<file path="config.mk">
export PLATFORM = sky130hd
export DESIGN_NAME = vga_timing_gen
export DESIGN_NICKNAME = d
export VERILOG_FILES = /design/src/rtl/vga_timing_gen.sv
export SDC_FILE = /design/constraint.sdc
export NUM_CORES = 1
export LEC_CHECK = 0
export ABC_CLOCK_PERIOD_IN_PS = 2670
export CORE_MARGIN = 1.5
export CORE_UTILIZATION = 55
export CTS_BUF_LIST = sky130_fd_sc_hd__clkbuf_8
export CTS_CLUSTER_SIZE = 12
export DETAILED_ROUTE_END_ITERATION = 6
export GPL_ROUTABILITY_DRIVEN = 0
export PLACE_DENSITY = 0.78
export SYNTH_ARGS = -nofsm -noshare
export SYNTH_HDL_FRONTEND = slang
export SYNTH_SLANG_ARGS = --single-unit
</file>
<file path="constraint.sdc">
create_clock -name clk -period 2.67 [get_ports clk]
set_clock_uncertainty 0.1 [all_clocks]
set_input_delay 0.534 -clock clk [delete_from_list [all_inputs] [get_ports clk]]
set_output_delay 0.534 -clock clk [all_outputs]
set_load 0.02 [all_outputs]
</file>
<file path="src/rtl/vga_timing_gen.sv">
// Raster timing generator: per-axis sync/porch/active counters with registered
// hsync, vsync, data-enable, pixel coordinates, an early fetch request and
// line/frame start pulses. Everything advances on the pixel enable.
module vga_timing_gen #(
    parameter int unsigned H_ACTIVE = 640,
    parameter int unsigned H_FP     = 16,
    parameter int unsigned H_SYNC   = 96,
    parameter int unsigned H_BP     = 48,
    parameter int unsigned V_ACTIVE = 480,
    parameter int unsigned V_FP     = 10,
    parameter int unsigned V_SYNC   = 2,
    parameter int unsigned V_BP     = 33,
    parameter bit          HS_POL   = 1'b0,
    parameter bit          VS_POL   = 1'b0,
    parameter int unsigned CW       = 12,
    parameter int unsigned LEAD     = 0
) (
    input  logic          clk,
    input  logic          rst_n,
    input  logic          en,
    output logic          hsync,
    output logic          vsync,
    output logic          de,
    output logic [CW-1:0] x,
    output logic [CW-1:0] y,
    output logic          req,
    output logic          line_start,
    output logic          frame_start
);

    localparam int unsigned H_TOTAL     = H_SYNC + H_BP + H_ACTIVE + H_FP;
    localparam int unsigned V_TOTAL     = V_SYNC + V_BP + V_ACTIVE + V_FP;
    localparam int unsigned H_ACT_START = H_SYNC + H_BP;
    localparam int unsigned H_ACT_END   = H_ACT_START + H_ACTIVE;
    localparam int unsigned V_ACT_START = V_SYNC + V_BP;
    localparam int unsigned V_ACT_END   = V_ACT_START + V_ACTIVE;

    // Reject geometries the counters or the lead-ahead decode cannot represent.
    if (LEAD > H_ACT_START) begin : g_bad_lead
        $fatal(1, "vga_timing_gen: LEAD exceeds H_SYNC+H_BP");
    end
    if (64'(H_TOTAL) >= (64'd1 << CW) || 64'(V_TOTAL) >= (64'd1 << CW)) begin : g_bad_cw
        $fatal(1, "vga_timing_gen: line or frame total does not fit in CW bits");
    end
    if (H_SYNC == 0 || H_ACTIVE == 0 || V_SYNC == 0 || V_ACTIVE == 0) begin : g_bad_zero
        $fatal(1, "vga_timing_gen: sync and active widths must be non-zero");
    end

    logic [CW-1:0] h_cnt;
    logic [CW-1:0] v_cnt;

    logic          h_last_c;
    logic          v_last_c;
    logic          h_sync_c;
    logic          v_sync_c;
    logic          h_act_c;
    logic          v_act_c;
    logic [CW:0]   h_lead_c;
    logic          h_req_c;
    logic [CW-1:0] x_c;
    logic [CW-1:0] y_c;
    logic          ls_c;
    logic          fs_c;

    // Region decode of the current (pre-increment) counter position.
    always_comb begin
        h_last_c = (h_cnt == CW'(H_TOTAL - 1));
        v_last_c = (v_cnt == CW'(V_TOTAL - 1));
        h_sync_c = (h_cnt < CW'(H_SYNC));
        v_sync_c = (v_cnt < CW'(V_SYNC));
        h_act_c  = (h_cnt >= CW'(H_ACT_START)) && (h_cnt < CW'(H_ACT_END));
        v_act_c  = (v_cnt >= CW'(V_ACT_START)) && (v_cnt < CW'(V_ACT_END));
        // One extra bit so h_cnt+LEAD never wraps back into the active window.
        h_lead_c = {1'b0, h_cnt} + (CW+1)'(LEAD);
        h_req_c  = (h_lead_c >= (CW+1)'(H_ACT_START)) && (h_lead_c < (CW+1)'(H_ACT_END));
        x_c      = h_cnt - CW'(H_ACT_START);
        y_c      = v_cnt - CW'(V_ACT_START);
        ls_c     = (h_cnt == '0);
        fs_c     = (h_cnt == '0) && (v_cnt == '0);
    end

    // Horizontal and vertical position counters; vertical steps on line wrap.
    always_ff @(posedge clk or negedge rst_n) begin
        if (!rst_n) begin
            h_cnt <= '0;
            v_cnt <= '0;
        end else if (en) begin
            h_cnt <= h_last_c ? '0 : h_cnt + CW'(1);
            if (h_last_c) begin
                v_cnt <= v_last_c ? '0 : v_cnt + CW'(1);
            end
        end
    end

    // Level outputs follow the decode on enabled cycles and hold otherwise.
    always_ff @(posedge clk or negedge rst_n) begin
        if (!rst_n) begin
            hsync <= ~HS_POL;
            vsync <= ~VS_POL;
            de    <= 1'b0;
            req   <= 1'b0;
            x     <= '0;
            y     <= '0;
        end else if (en) begin
            hsync <= h_sync_c ? HS_POL : ~HS_POL;
            vsync <= v_sync_c ? VS_POL : ~VS_POL;
            de    <= h_act_c && v_act_c;
            req   <= h_req_c && v_act_c;
            x     <= (h_act_c && v_act_c) ? x_c : '0;
            y     <= (h_act_c && v_act_c) ? y_c : '0;
        end
    end

    // Start pulses drop on the following clock even while en is low.
    always_ff @(posedge clk or negedge rst_n) begin
        if (!rst_n) begin
            line_start  <= 1'b0;
            frame_start <= 1'b0;
        end else begin
            line_start  <= en && ls_c;
            frame_start <= en && fs_c;
        end
    end

endmodule

</file>
==> results.cfg, run 1 <==
[pwr]
power_per_cell_area_nw_per_um2 = 520.3
p_int_uw = 1233
p_switching_uw = 519.9
max-vdd-ir-drop_uv = 308.7
cellLeakagePower_uw = 0.001388
pwr-share-comb = 0.175
share_clk_of_total_power = 0.283
power.switching_fraction = 0.2965
power_frac_seq = 0.542

[sta]
tns_ns = 0
max_freq_ghz = 0.4482
measured_slew_at_the_worst_slew_check_pin_ns = 0.6828
grt_setup_unrepaired = no
timing.final.crit_share = 0.8356
finalWorstPathRequiredPeriod_ns = 2.231
slew_headroom = 0.5448
slew_violations = 0
final-hold-violation-count = 0
final-setup-viol-count = 0

[floorplan]
core-area_um2 = 5075
fp.dieH_um = 75.49
design.die.area_um2 = 5699
pin_count = 33
die_width_um = 75.49
floorplan.initialDensity = 0.5695
fp-row-count = 26

[worst_setup_path]
largest_stage_delay_on_the_critical_path_ns = 0.47
path_class = reg2reg
crit_path_start = h_cnt[0]
timing.critical_path.cells = inv_1 -> ha_1 -> or3b_2 -> nor3_1 -> o211ai_2 -> buf_4 -> o32ai_1
crit_path_max_fo = 15
cp_top_family = simple AND/OR/NAND/NOR gates
cp_slowest_cell = or3b_2
critical_path.startpoint_type = register
path_buf_inv = 2
cp.arrival_ns = 2.34
critical_path_required_ns = 2.78
worst_r2r_startpoint = h_cnt[0]
crit_path_end_kind = register

[clock_tree]
root_buffer = clkbuf_8
cts_hold_repair.buffers = 0
cts_htree_levels = 2
cts_buffers = 5
worst_setup_hold_path_clk_slew_ns = 0.09
postCtsSetupRepairBufs = 0
cts_tree = done
clk_path_buf_depth = 2
tritoncts_num_sinks = 53
cts_resized = 0
clock_insertion_delay_worst_skew_ns = 0.31

[placed_design]
place.port_buffers = 32
dp_hpwl_um = 4087
placedInstanceArea_um2 = 3268

[run_status]
status = complete, no violations

[detailed_routing]
detail_route.wl_per_cell_um = 15.10
drc_errors = 0
vias_per_cell = 5.704
dr_wl_met3_um = 281
route.vias.total = 2236
route.met2.wl_um = 2728
routedLengthMet1_um = 2814
final_antenna_net_count = 0
highest_metal_used = met4
wl_um = 5921
first_iter_violations = 148
first_pass_iters = 5

[synthesis]
synthDominantAreaCellType = dfrtp_1
synth-seq-area-share = 0.4597
post-synth-top-count-cell = dfrtp_1
postSynthNetCount = 307
synth_top_flop_cell = dfrtp_1
synth.top_cells.by_count = dfrtp_1, inv_1, o32ai_1
post_synth_instance_area_um2 = 2890
postSynth.asyncResetShare = 1.000
post_synth_cell_types = 49
synth-edff-count = 0
synth_largest_type_area_fraction = 0.4416
syn_inst = 297
synth.ff_latch_count = 53
synthesis.yosys.warnings = 0
mean_cell_area_of_the_mapped_netlist_um2 = 9.732
post_synth_main_area_contributors = dfrtp_1, o32ai_1, xnor2_1

[grt]
grt_pass1_wl_um = 9515
largest_net_degree_at_the_start_of_global_routing = 36
grtUsageTotal = 0.2250
globalRouteOverflowTotal = 0
antenna_found_initial = 0
via_count_of_the_first_global_routing_pass = 2001

[final_layout]
post_route_cells_drive_above_1_share = 0.09627
nFillCells = 418
final_net_count = 331
layout.cell_area.non_filler_um2 = 3369
diodes = 0
synthToLayoutAreaGrowth_pct = 16.58

[run]
maxCapViolations = 0

[min_path]
timing.hold.worst.class = in2async
## layout by cell type, fill, tap and decap left out, types with 3 or more instances in the layout
master	instances
mux2i_1	3
nor2_1	15
nor3b_1	3
inv_1	36
nor3_1	6
dfrtp_1	51
xnor2_1	16
or3_1	5
ha_1	7
a31oi_1	4
clkdlybuf4s50_1	31
o21ai_0	12
a211oi_1	3
a21oi_1	11
clkbuf_8	7
buf_4	10
nand4_1	5
and3_1	3
xor2_1	7
nand3_1	10
o22ai_1	4
nand2_1	17
o32ai_1	21
## power groups by stage
stage | sequential, µW | combinational [µW] | clock (µW)
finish | 950 | 307 | 497
global route | 959 | 345 | 534
CTS | 948 | 310 | 509
detailed placement | 961 | 313 | 0
global placement | 958 | 298 | 0
floorplan | 928 | 246 | 0
## registers in the layout, summed over array words and instances (netlist names)
register	cells
frame_start	1
y	12
hsync	1
line_start	1
h_cnt	12
req	1
vsync	1
v_cnt	12
x	12
## layer usage
| metal | track usage | vias to the layer above |
|---|---|---|
| li1 | - | 1091 |
| met1 | 0.3182 | 1063 |
| met2 | 0.3431 | 73 |
| met3 | 0.04233 | 9 |
| met4 | 0.09127 | 0 |
| met5 | 0 | - |
## path summary, 6_finish.rpt
kind | end | slack, ns | cells after the start
max | y[5] | 0.44 | 7
min | x[11] | 0.15 | 1
max reg2reg | y[5] | 0.44 | 7
min reg2reg | y[10] | 0.41 | 1
max in group asynchronous | hsync | 1.60 | 2
min in group clk | y[10] | 0.41 | 1
## logic make-up (layout without fill, tap and decap cells)
kind of cell / count (synthesis) / in the layout / share of synthesized area
flip-flops: 53 / 53 / 0.4597
adder cells (fa/ha/maj): 7 / 7 / 0.03030
XOR/XNOR: 23 / 23 / 0.06970
AO/OA/AOI/OAI: 65 / 65 / 0.1736
multiplexers: 3 / 3 / 0.01039
AND/OR/NAND/NOR: 83 / 83 / 0.1610
buffers and inverters: 63 / 88 / 0.09524
## cell type report
type	count	area, µm²	area share
Clock buffer	7	96.34	0.02859
Clock inverter	1	5.005	0.001485
Inverter	36	135.1	0.04010
Multi-Input combinational cell	181	1286	0.3817
Sequential cell	53	1329	0.3944
Tap cell	70	87.58	0.02599
Timing Repair Buffer	44	430.4	0.1277
## stage by stage
step             util  hold WS (ns)  total power, µW  instances  worst slack (ns)
6_report       0.6640        0.1492             1753        392            0.4388
4_1_cts        0.6640        0.1715             1768        392            0.4058
2_1_floorplan       -        0.1384             1174        297            0.6411
3_5_place_dp   0.6440        0.3812             1274        384            0.2485
3_3_place_gp   0.6440        0.3901             1256        384            0.2787
5_1_grt        0.6640        0.2120             1838        392            0.3020
(Power assumes the default switching activity.)
==> run 2, diff against run 1 <==
--- a/config.mk
+++ b/config.mk
@@ -5,7 +5,7 @@
 export SDC_FILE = /design/constraint.sdc
 export NUM_CORES = 1
 export LEC_CHECK = 0
-export ABC_CLOCK_PERIOD_IN_PS = 2670
+export ABC_CLOCK_PERIOD_IN_PS = 2200
 export CORE_MARGIN = 1.5
 export CORE_UTILIZATION = 55
 export CTS_BUF_LIST = sky130_fd_sc_hd__clkbuf_8
==> constraint.sdc (replaced) <==
create_clock -name clk -period 2.2 [get_ports clk]
set_clock_uncertainty 0.1 [all_clocks]
set_input_delay 0.44 -clock clk [delete_from_list [all_inputs] [get_ports clk]]
set_output_delay 0.44 -clock clk [all_outputs]
set_load 0.02 [all_outputs]
==> run 2 against run 1 <==
Clock-buffer cell count decreased by 2. Sequential share of layout area is 2.3 points lower. Cell area grew 6.1%. Non-clock buffer count up 20. First-iteration DRC count decreased by 5.4%. Critical path depth is 2 lower. Sequential cell count unchanged. Sequential power grew 19%. Via count rose by 6.0%.
==> results.cfg, run 2 (synthesized netlist as in run 1, its figures left out) <==
[sta]
grt_setup_unrepaired = yes
finalWorstPathRequiredPeriod_ns = 2.130
measured_slew_at_the_worst_slew_check_pin_ns = 0.4287
final-hold-violation-count = 0
timing.final.crit_share = 0.9681
max_freq_ghz = 0.4695
tns_ns = 0
slew_headroom = 0.7142
final-setup-viol-count = 0
slew_violations = 0

[placed_design]
dp_hpwl_um = 4594
placedInstanceArea_um2 = 3418
place.port_buffers = 32

[grt]
largest_net_degree_at_the_start_of_global_routing = 54
grt_pass1_wl_um = 10640
globalRouteOverflowTotal = 0
via_count_of_the_first_global_routing_pass = 2284
antenna_found_initial = 0
grtUsageTotal = 0.2453

[final_layout]
register_area_um2 = 1329
layout.core_utilization = 0.7044
diodes = 0
layout.cells.most_common_list = dfrtp_1, inv_1, clkdlybuf4s50_1, buf_4, nand2_1
synthToLayoutAreaGrowth_pct = 23.68
layout.cell_area.non_filler_um2 = 3575
nFillCells = 399
layout.cells.most_common = dfrtp_1
final_net_count = 351
post_route_cells_drive_above_1_share = 0.1754
multi_input_comb_area_um2 = 1356

[worst_setup_path]
crit_path_end_kind = register
reg2regPathDepth = 5
critical_path.startpoint_type = register
worst-r2r-setup-slack_ns = 0.07
path_class = reg2reg
critical_path_required_ns = 2.34
cp.arrival_ns = 2.27
worst_r2r_startpoint = v_cnt[0]
crit_path_max_fo = 7
reg_to_reg_critical_path_endpoint = v_cnt[6]

[clock_tree]
cts_tree = done
postCtsSetupRepairBufs = 0
cts_htree_levels = 2
root_buffer = clkbuf_8
clock_insertion_delay_worst_skew_ns = 0.30
cts_hold_repair.buffers = 0
clk_path_buf_depth = 2
tritoncts_num_sinks = 53
worst_setup_hold_path_clk_slew_ns = 0.09
cts_buffers = 5

[run_status]
status = complete, no violations

[detailed_routing]
final_antenna_net_count = 0
route.vias.total = 2371
dr_wl_met3_um = 229
detail_route.wl_per_cell_um = 15.95
drc_errors = 0
route.met2.wl_um = 3242
highest_metal_used = met4
first_pass_iters = 4
first_iter_violations = 140
wl_um = 6571
vias_per_cell = 5.755
routedLengthMet1_um = 3037

[min_path]
timing.hold.worst.class = in2async

[floorplan]
pin_count = 33
core-area_um2 = 5075
design.die.area_um2 = 5699
fp-row-count = 26
floorplan.initialDensity = 0.5695
fp.dieH_um = 75.49
die_width_um = 75.49

[pwr]
max-vdd-ir-drop_uv = 366.0
cellLeakagePower_uw = 0.001508
power_per_cell_area_nw_per_um2 = 591.4

[run]
maxCapViolations = 0
==> run 2: worst max-delay path by stage <==
stage / start / endpoint / cells after the start
floorplan: v_cnt[1] / x[10] / 5
global placement: en / v_cnt[6] / 5
detailed placement: h_cnt[1] / y[2] / 7
CTS: h_cnt[1] / y[2] / 7
global route: h_cnt[1] / y[3] / 7
finish: v_cnt[0] / v_cnt[6] / 5
==> run 2: repair_timing <==
action / CTS / global route
pin swaps: 0 / 0
endpoints found under the hold margin: 0 / 0
gates resized for setup: 1 / 10
endpoints found under the setup margin: 1 / 19
==> run 2: area by class of cell <==
cell class | instances | area share
Multi-Input combinational cell | 181 | 0.3794
Sequential cell | 53 | 0.3717
Timing Repair Buffer | 64 | 0.1635
Inverter | 36 | 0.03780
Tap cell | 70 | 0.02450
Clock buffer | 5 | 0.01925
Clock inverter | 3 | 0.003850
==> run 2: per-stage QoR <==
stage | power [µW] | hold WS (ns) | instances | setup WS (ns)
CTS | 2120 | 0.02380 | 412 | 0.03269
floorplan | 1425 | 0.04441 | 297 | 0.1711
detailed placement | 1592 | 0.3552 | 404 | -0.004963
global placement | 1567 | 0.3532 | 404 | 0.02481
global route | 2234 | 0.03638 | 412 | -0.005510
finish | 2114 | 0.01274 | 412 | 0.07025
==> run 2: worst max-delay path: stages (launching register included) <==
cell and delay, ns:
dfrtp_1 0.52, ha_1 0.38, and3_1 0.23, nand3_1 0.12, or4b_2 0.64, nand2_1 0.09
==> run 2: where the power goes <==
| part | internal [µW] | total [µW] | switching (µW) |
|---|---|---|---|
| Clock | 217 | 530 | 313 |
| Combinational | 202 | 454 | 252 |
| Sequential | 1040 | 1130 | 86.1 |
| Total | 1460 | 2110 | 651 |
==> run 2: metal layers <==
metal / vias up / track usage
met5: - / 0
met4: 0 / 0.07341
met3: 6 / 0.04762
met2: 65 / 0.4016
met1: 1168 / 0.3328
li1: 1132 / -
==> run 3, diff against run 2 <==
--- a/config.mk
+++ b/config.mk
@@ -5,7 +5,7 @@
 export SDC_FILE = /design/constraint.sdc
 export NUM_CORES = 1
 export LEC_CHECK = 0
-export ABC_CLOCK_PERIOD_IN_PS = 2200
+export CORE_ASPECT_RATIO = 0.8
 export CORE_MARGIN = 1.5
 export CORE_UTILIZATION = 55
 export CTS_BUF_LIST = sky130_fd_sc_hd__clkbuf_8
==> run 3 against run 2 <==
Non-clock buffer count down 1. First-iteration DRC count decreased by 29%. Cell count is 2.2% lower. Die area about the same. Sequential power hardly changed. Cell area down 0.77%. Clock-buffer cell count up 1. Utilization about the same. Maximum frequency rose by 1.2%.
==> results.cfg, run 3 (synthesized netlist as in run 1, its figures left out) <==
[run_status]
status = complete, no violations

[sta]
grt_setup_unrepaired = yes
max_freq_ghz = 0.4753
final.setup.worst_slack_ns = 0.09595
finalWorstPathRequiredPeriod_ns = 2.104
measured_slew_at_the_worst_slew_check_pin_ns = 0.4661
slew_violations = 0
slew_headroom = 0.6851
final-setup-viol-count = 0
tns_ns = 0
timing.final.crit_share = 0.9564
final-hold-violation-count = 0

[clock_tree]
cts_htree_levels = 2
root_buffer = clkbuf_8
cts_tree = done
clk_path_buf_depth = 2
cts_buffers = 5
worst_setup_hold_path_clk_slew_ns = 0.10
tritoncts_num_sinks = 53
cts_hold_repair.buffers = 0
clock_insertion_delay_worst_skew_ns = 0.31
postCtsSetupRepairBufs = 0

[grt]
grtUsageMet2 = 0.3850
globalRouteOverflowTotal = 0
grt.met3_usage = 0.03860
grtUsageTotal = 0.2361
met1_grt_util = 0.3354
grt_pass1_wl_um = 10720
largest_net_degree_at_the_start_of_global_routing = 54
via_count_of_the_first_global_routing_pass = 2239
layer_with_the_highest_usage_after_global_routing = met2
antenna_found_initial = 0

[worst_setup_path]
worst_r2r_startpoint = h_cnt[5]
critical_path.startpoint_type = register
timing.critical_path.cells = inv_1 -> ha_1 -> nor3b_1 -> o2111a_1 -> o211ai_2 -> buf_12 -> o32ai_1
reg_to_reg_critical_path_endpoint = x[8]
reg2regPathDepth = 7
cp_slowest_cell = dfrtp_1
crit_path_max_fo = 16
cp.arrival_ns = 2.21
critical_path_required_ns = 2.31
path_class = reg2reg
crit_path_end_kind = register
largest_stage_delay_on_the_critical_path_ns = 0.38
worst-r2r-setup-slack_ns = 0.1
path_buf_inv = 2
cp_top_family = compound AO/OA/AOI/OAI gates

[floorplan]
pin_count = 33
design.die.area_um2 = 5702
floorplan.initialDensity = 0.5739
core-area_um2 = 5036
fp-row-count = 23
fp.dieH_um = 67.84
die_width_um = 84.05

[final_layout]
diodes = 0
post_route_cells_drive_above_1_share = 0.1584
layout.cells.most_common = dfrtp_1
multi_input_comb_area_um2 = 1316
layout.cells.most_common_list = dfrtp_1, inv_1, clkdlybuf4s50_1, buf_4, o32ai_1
register_area_um2 = 1329
synthToLayoutAreaGrowth_pct = 22.73
final_net_count = 350
nFillCells = 388

[run]
maxCapViolations = 0

[pwr]
power_per_cell_area_nw_per_um2 = 645.2
max-vdd-ir-drop_uv = 425.2
cellLeakagePower_uw = 0.001502

[detailed_routing]
wl_um = 6433
route.vias.total = 2366
final_antenna_net_count = 0
first_iter_violations = 100
drc_errors = 0
vias_per_cell = 5.871
first_pass_iters = 4
detail_route.wl_per_cell_um = 15.96

[placed_design]
place.port_buffers = 32
dp_hpwl_um = 4404
dp_slack_ns = 0.009153

[min_path]
timing.hold.worst.class = in2async
run 3: cell count changes in the layout (fill, tap and decap cells not counted), sizes merged:
cell and change:
buf -1, bufinv +1, clkinv -2, clkbuf +1
run 3: power by group:
group | leakage, µW | switching, µW | total [µW] | internal (µW)
Sequential | 0.000706 | 64.7 | 1110 | 1040
Combinational | 0.000733 | 270 | 489 | 219
Clock | 0.0000626 | 324 | 691 | 367
Total | 0.00150 | 659 | 2290 | 1630
run 3: worst max path at each step:
stage / from / to / slack (ns) / depth (start not counted)
2_1_floorplan: v_cnt[1] / x[10] / 0.17 / 5
3_3_place_gp: en / v_cnt[6] / 0.04 / 5
3_5_place_dp: en / v_cnt[6] / 0.009 / 5
4_1_cts: h_cnt[1] / x[8] / 0.02 / 7
5_1_grt: h_cnt[1] / x[8] / -0.03 / 7
6_report: h_cnt[5] / x[8] / 0.1 / 7
run 3: final cells by class:
class	instances	area share
Inverter	36	0.03810
Clock buffer	6	0.02328
Timing Repair Buffer	63	0.1616
Clock inverter	2	0.009524
Tap cell	62	0.02187
Sequential cell	53	0.3746
Multi-Input combinational cell	181	0.3711
run 3: through the flow:
step / area, µm² / power [µW] / utilization / std cells / hold slack, ns
after floorplan: 2890 / 1425 / - / 297 / 0.04441
after global placement: 3401 / 1595 / 0.6753 / 395 / 0.3539
after detailed placement: 3401 / 1607 / 0.6753 / 395 / 0.3554
after CTS: 3517 / 2291 / 0.6984 / 403 / 0.02941
after global routing: 3547 / 2401 / 0.7043 / 403 / 0.04854
final: 3547 / 2289 / 0.7043 / 403 / 0.01763
run 3: timing repair:
action,CTS,global route
gates resized for setup,0,5
setup endpoints to repair,0,16
hold endpoints to repair,0,0
run 3: worst register-to-register path, delay by kind of cell (launching register included):
kind            cells  cell delay (ns)
fa+ha+maj           1             0.21
buf+inv             2             0.27
compound gates      3             0.69
flops               1             0.38
simple gates        1             0.37
run 3: per-layer routing:
metal	vias up	wire length [µm]
met5	-	0
met4	0	55
met3	7	352
met2	77	2839
met1	1148	3186
li1	1134	-
